**src/rtl/hazard_ctl_pkg.sv**
```systemverilog
// Shared types and constants for the hazard_ctl pipeline sequencer.
package hazard_ctl_pkg;

    localparam int HAZ_REG_AW_DEF = 3;
    localparam int HAZ_CNT_W_DEF  = 16;

    typedef enum logic [1:0] {
        RUN   = 2'd0,
        MWAIT = 2'd1,
        HALT  = 2'd2
    } hazState_t;

    typedef struct packed {
        logic pcWrtEn;
        logic fdWrtEn;
        logic fdFlush;
        logic dxWrtEn;
        logic dxBubble;
        logic xmWrtEn;
        logic mwBubble;
        logic halted;
    } pipeCtl_t;

    // Canned control words; CTL_RUN doubles as the value driven while in reset.
    localparam pipeCtl_t CTL_RUN   = '{1'b1, 1'b1, 1'b0, 1'b1, 1'b0, 1'b1, 1'b0, 1'b0};
    localparam pipeCtl_t CTL_MWAIT = '{1'b0, 1'b0, 1'b0, 1'b0, 1'b0, 1'b0, 1'b1, 1'b0};
    localparam pipeCtl_t CTL_HALT  = '{1'b0, 1'b0, 1'b0, 1'b0, 1'b0, 1'b0, 1'b0, 1'b1};

endpackage

```
**src/rtl/hazard_ctl_haz_match.sv**
```systemverilog
// Combinational compare of the decode instruction's sources against one producer stage.
module haz_match
    import hazard_ctl_pkg::*;
#(
    parameter int REG_AW = HAZ_REG_AW_DEF
) (
    input  logic [REG_AW-1:0] rsD_i,
    input  logic [REG_AW-1:0] rtD_i,
    input  logic              rsUsedD_i,
    input  logic              rtUsedD_i,
    input  logic              regWrt_i,
    input  logic [REG_AW-1:0] wrtReg_i,
    output logic              hit_o
);

    logic rsHit;
    logic rtHit;

    assign rsHit = rsUsedD_i & (rsD_i == wrtReg_i);
    assign rtHit = rtUsedD_i & (rtD_i == wrtReg_i);
    assign hit_o = regWrt_i & (rsHit | rtHit);

endmodule

```
**src/rtl/hazard_ctl.sv**
```systemverilog
// Pipeline sequencer: flop enables/bubbles from hazards, redirects, memory waits and halt.
// HAZ_FWD_EN defined: forwarding core, stall only on load-use; undefined: stall on any X/M producer.
module hazard_ctl
    import hazard_ctl_pkg::*;
#(
    parameter int REG_AW = HAZ_REG_AW_DEF,
    parameter int CNT_W  = HAZ_CNT_W_DEF
) (
    input  logic              clk,
    input  logic              rst,
    input  logic [REG_AW-1:0] rsD,
    input  logic [REG_AW-1:0] rtD,
    input  logic              rsUsedD,
    input  logic              rtUsedD,
    input  logic              regWrtX,
    input  logic              readEnX,
    input  logic [REG_AW-1:0] wrtRegX,
    input  logic              regWrtM,
    input  logic [REG_AW-1:0] wrtRegM,
    input  logic              redirX,
    input  logic              imemStall,
    input  logic              memReqM,
    input  logic              memDoneM,
    input  logic              haltW,
    output logic              pcWrtEn,
    output logic              fdWrtEn,
    output logic              fdFlush,
    output logic              dxWrtEn,
    output logic              dxBubble,
    output logic              xmWrtEn,
    output logic              mwBubble,
    output logic              halted,
    output logic [CNT_W-1:0]  stallCnt
);

    hazState_t        state_q, state_d;
    logic [CNT_W-1:0] stallCnt_q, stallCnt_d;
    pipeCtl_t         ctl;
    logic             hitX;
    logic             hazard;
    logic             memWait;

    assign memWait = memReqM & ~memDoneM;

    haz_match #(.REG_AW(REG_AW)) uMatchX (
        .rsD_i     (rsD),
        .rtD_i     (rtD),
        .rsUsedD_i (rsUsedD),
        .rtUsedD_i (rtUsedD),
        .regWrt_i  (regWrtX),
        .wrtReg_i  (wrtRegX),
        .hit_o     (hitX)
    );

`ifdef HAZ_FWD_EN
    logic unusedM;
    assign unusedM = ^{regWrtM, wrtRegM};
    assign hazard  = readEnX & hitX;
`else
    logic hitM;
    logic unusedLd;
    assign unusedLd = readEnX;

    haz_match #(.REG_AW(REG_AW)) uMatchM (
        .rsD_i     (rsD),
        .rtD_i     (rtD),
        .rsUsedD_i (rsUsedD),
        .rtUsedD_i (rtUsedD),
        .regWrt_i  (regWrtM),
        .wrtReg_i  (wrtRegM),
        .hit_o     (hitM)
    );

    assign hazard = hitX | hitM;
`endif

    always_ff @(posedge clk or negedge rst) begin
        if (!rst) begin
            state_q    <= RUN;
            stallCnt_q <= '0;
        end else begin
            state_q    <= state_d;
            stallCnt_q <= stallCnt_d;
        end
    end

    // A held redirect under MWAIT is naturally acted on once memWait drops.
    always_comb begin
        state_d    = state_q;
        stallCnt_d = stallCnt_q;
        ctl        = CTL_RUN;

        case (state_q)
            HALT: begin
                ctl = CTL_HALT;
            end
            default: begin
                if (memWait) begin
                    ctl = CTL_MWAIT;
                end else if (redirX) begin
                    ctl.fdFlush  = 1'b1;
                    ctl.dxBubble = 1'b1;
                end else if (hazard) begin
                    ctl.pcWrtEn  = 1'b0;
                    ctl.fdWrtEn  = 1'b0;
                    ctl.dxBubble = 1'b1;
                end else if (imemStall) begin
                    ctl.pcWrtEn = 1'b0;
                    ctl.fdFlush = 1'b1;
                end

                if (haltW) begin
                    state_d = HALT;
                end else if (memWait) begin
                    state_d = MWAIT;
                end else begin
                    state_d = RUN;
                end
            end
        endcase

        if ((state_q != HALT) && !ctl.pcWrtEn && (stallCnt_q != {CNT_W{1'b1}})) begin
            stallCnt_d = stallCnt_q + CNT_W'(1);
        end

        if (!rst) begin
            ctl = CTL_RUN;
        end
    end

    assign pcWrtEn  = ctl.pcWrtEn;
    assign fdWrtEn  = ctl.fdWrtEn;
    assign fdFlush  = ctl.fdFlush;
    assign dxWrtEn  = ctl.dxWrtEn;
    assign dxBubble = ctl.dxBubble;
    assign xmWrtEn  = ctl.xmWrtEn;
    assign mwBubble = ctl.mwBubble;
    assign halted   = ctl.halted;
    assign stallCnt = stallCnt_q;

endmodule

```
**config.mk**
```make
export PLATFORM = sky130hd
export DESIGN_NAME = hazard_ctl
export DESIGN_NICKNAME = d
export VERILOG_FILES = /design/src/rtl/hazard_ctl_pkg.sv /design/src/rtl/hazard_ctl_haz_match.sv /design/src/rtl/hazard_ctl.sv
export SDC_FILE = /design/constraint.sdc
export NUM_CORES = 1
export LEC_CHECK = 0
export BUFFER_PORTS_ARGS = -buffer_cell sky130_fd_sc_hd__buf_2
export CORE_AREA = 3 3 53 55
export CTS_CLUSTER_DIAMETER = 40
export CTS_CLUSTER_SIZE = 12
export DETAILED_ROUTE_END_ITERATION = 7
export DIE_AREA = 0 0 56 58
export GPL_TIMING_DRIVEN = 0
export PLACE_DENSITY = 0.83
export SLEW_MARGIN = 20
export SYNTH_ARGS = -nofsm -noshare
export SYNTH_HDL_FRONTEND = slang
export SYNTH_SLANG_ARGS = --single-unit
```
**constraint.sdc**
```tcl
create_clock -name clk -period 3.9 [get_ports clk]
set_input_delay 0.39 -clock clk [delete_from_list [all_inputs] [get_ports clk]]
set_output_delay 0.39 -clock clk [all_outputs]
set_load 0.02 [all_outputs]
```
==> flow_summary.ini <==
[yosys]
ys_seq_area_share_pct = 36.9
yosys_register_bits = 18
synth_area_mm2 = 0.00122
synth.distinct_cells = 32
synth_top_family_by_area = simple AND/OR/NAND/NOR gates
synth_fp_nets = 142
synth_fa_ha_area_share_pct = 1.03
synth-compound-area-share_pct = 7.90
synth.avg_cell_area_um2 = 10.4
synthXorXnorAreaFrac_pct = 17.9
synth_cells = 117
synth-simple-area-share_pct = 30.7
ys.warnings.count = 0
yosys-mux-area-fraction_pct = 2.77

[global_route]
grt_max_degree = 24
grt_usage_pct = 17.6
grt_antenna_before_repair = 0
overflow = 0
grt_pass1_wl_mm = 4.54
grt_pass1_vias = 1085

[detailed_routing]
finalWirelength_mm = 2.67
drtIter0Drc = 20
highest_layer = met4
m1WireLength_mm = 1.06
wl_met2_mm = 1.34
ant_nets = 0
wl_met3_um = 182
via_per_inst = 5.38
drc = 0
vias = 1060
post_drt_wl_per_cell_um = 13.6
first_pass_iters = 2

[timing]
setup_tns_ns = 0
worstMarginPinSlew_ns = 0.461
slew_headroom_pct = 69.3
finalCritPeriodShare_pct = 51.8
rsz0062_at_grt = no
fin_hold_ws_ns = 0.0284
finalHoldViolCount = 0
setup_violations = 0
fin_crit_ns = 2.02
timing.fmax_mhz = 495
maxSlewViolCount = 0
clock_skew_ns = 0.00554

[setup_path]
critical-path-top-delay-family = simple AND/OR/NAND/NOR gates
cpMaxStageDelayCell = a21boi_2
reg2reg_from = stallCnt[0]
reg2reg_depth = 7
worstPathRequired_ns = 3.51
cp_max_fo = 4
endpoint = pcWrtEn
rrSetupSlack_ns = 1.91
crit_start = rsD[0]
cp-end-kind = output pin
path_buf_inv = 2
worstSetupPathType = in -> out
r2r_end = stallCnt[15]
cp.depth = 8
cp_common_cell = buf_2
path_cells = buf_2 -> xnor2_1 -> nand4_1 -> a21boi_2 -> or2_2 -> o21ai_0 -> and2_1 -> buf_2
cp_data_arrival_time_ns = 1.63
max_stage_delay_ns = 0.26
startpoint_type = input pin

[floorplan]
core.rowCount = 18
die_h_um = 58
num_io_pins = 48
core_area_mm2 = 0.00243
die_w_um = 56
start_util_pct = 50.2
die_area_mm2 = 0.00325

[clocking]
cts_max_level = 1
cts_setup_buffers = 0
root_buffer = clkbuf_4
clock_sinks = 18
clkTransAtPathRegs_ns = 0.10
clock_path_buffers = 2
cts_made_buffers = 3
hold_buffers = 0
clock_latency_ns = 0.29
cts_tree = done
ctsResizeCount = 0

[hold_path]
hold_path.class = in -> async

[finish]
drive_above_1_share_pct = 41.9
layout_common_cells = buf_2, dfrtp_1, xor2_1
n_antenna_cell = 0
final_common_cell = buf_2
areaGrowthSynthToFinish_pct = 24.9
utilization_pct = 62.7
fin_nets = 193

[placement]
place.gp.congestion = 0.891
hpwlAfterDp_mm = 2.15
portBuffers = 46

[flow_run]
max_cap_viol_count = 0

[power]
power.density_mw_per_mm2 = 271
p_leak_nw = 0.717
irDropWorstVdd_mv = 0.292

[status]
outcome = completed
## synth_stat cells (all sizes together)
cell | count | share of area (%)
a211oi | 2 | 1.2
a21boi | 3 | 2.5
a21oi | 3 | 1.2
a221o | 1 | 1.7
and2 | 2 | 1.0
and3 | 3 | 1.5
buf | 3 | 2.5
dfrtp | 18 | 37
ha | 1 | 1.0
inv | 1 | 0.31
mux2 | 3 | 2.8
nand2 | 9 | 2.8
nand2b | 4 | 2.1
nand3 | 6 | 2.9
nand4 | 6 | 3.6
nor2 | 6 | 1.8
nor2b | 3 | 1.5
nor3 | 2 | 1.2
nor3b | 3 | 1.8
nor4 | 8 | 9.1
nor4b | 1 | 0.72
o21ai | 3 | 1.2
or2 | 1 | 0.51
xnor2 | 12 | 8.6
xor2 | 13 | 9.3
## through the flow
| stage | total power, mW | instances | setup slack, ns | cell area (um2) |
|---|---|---|---|---|
| after detailed placement | 0.302 | 193 | 1.76 | 1490 |
| final | 0.413 | 197 | 1.88 | 1520 |
| after global placement | 0.298 | 193 | 1.87 | 1490 |
| after global routing | 0.434 | 197 | 1.78 | 1520 |
| after floorplan | 0.262 | 117 | 1.74 | 1220 |
| after CTS | 0.416 | 197 | 1.86 | 1520 |
## state kept, by name, summed over array words and instances (netlist names)
name      flops
stallCnt     16
state_q       2
## logic make-up (layout without fill, tap and decap cells)
family | count (synthesis) | count (layout)
AOI/OAI and AO/OA | 12 | 12
adders and majority gates | 1 | 1
DFF | 18 | 18
xor gates and xnor gates | 25 | 25
muxes | 3 | 3
buffers and inverters | 4 | 54
and+or+nand+nor | 54 | 54
## worst register-to-register path, delay by kind of cell, from the launching register on
kind                       cells  cell delay [ns]
AOI/OAI and AO/OA              1             0.39
xor gates and xnor gates       1             0.20
adders and majority gates      1             0.24
buffers and inverters          1             0.16
DFF                            1             0.43
and+or+nand+nor                3             0.51
## report_power, final
part | leakage (nW) | total [mW] | internal, mW | switching (mW)
clock | 0.0210 | 0.114 | 0.0569 | 0.0575
sequential | 0.229 | 0.208 | 0.196 | 0.0120
combinational | 0.467 | 0.0908 | 0.0381 | 0.0527
## worst min path at each step
stage / cells past startpoint / slack, ns / to / startpoint
finish: 1 / 0.03 / stallCnt[12] / rst
global route: 1 / 0.05 / stallCnt[12] / rst
CTS: 1 / 0.04 / stallCnt[14] / rst
detailed placement: 1 / 0.36 / stallCnt[14] / rst
global placement: 1 / 0.35 / stallCnt[14] / rst
floorplan: 0 / 0.09 / stallCnt[0] / rst
## layout make-up
type                            instances  area (um2)
Timing Repair Buffer                   46         230
Inverter                                1        3.75
Sequential cell                        18         450
Clock buffer                            4        36.3
Multi-Input combinational cell         95         736
Buffer                                  3        30.0
Tap cell                               30        37.5
Fill cell                             211         908
## layer usage
metal  GRT usage, %  up-vias
met1           19.9      491
met3           4.90       11
li1               -      521
met4           8.81        0
met5              0        -
met2           30.4       37
No activity file was read; power rests on OpenSTA's default activity.
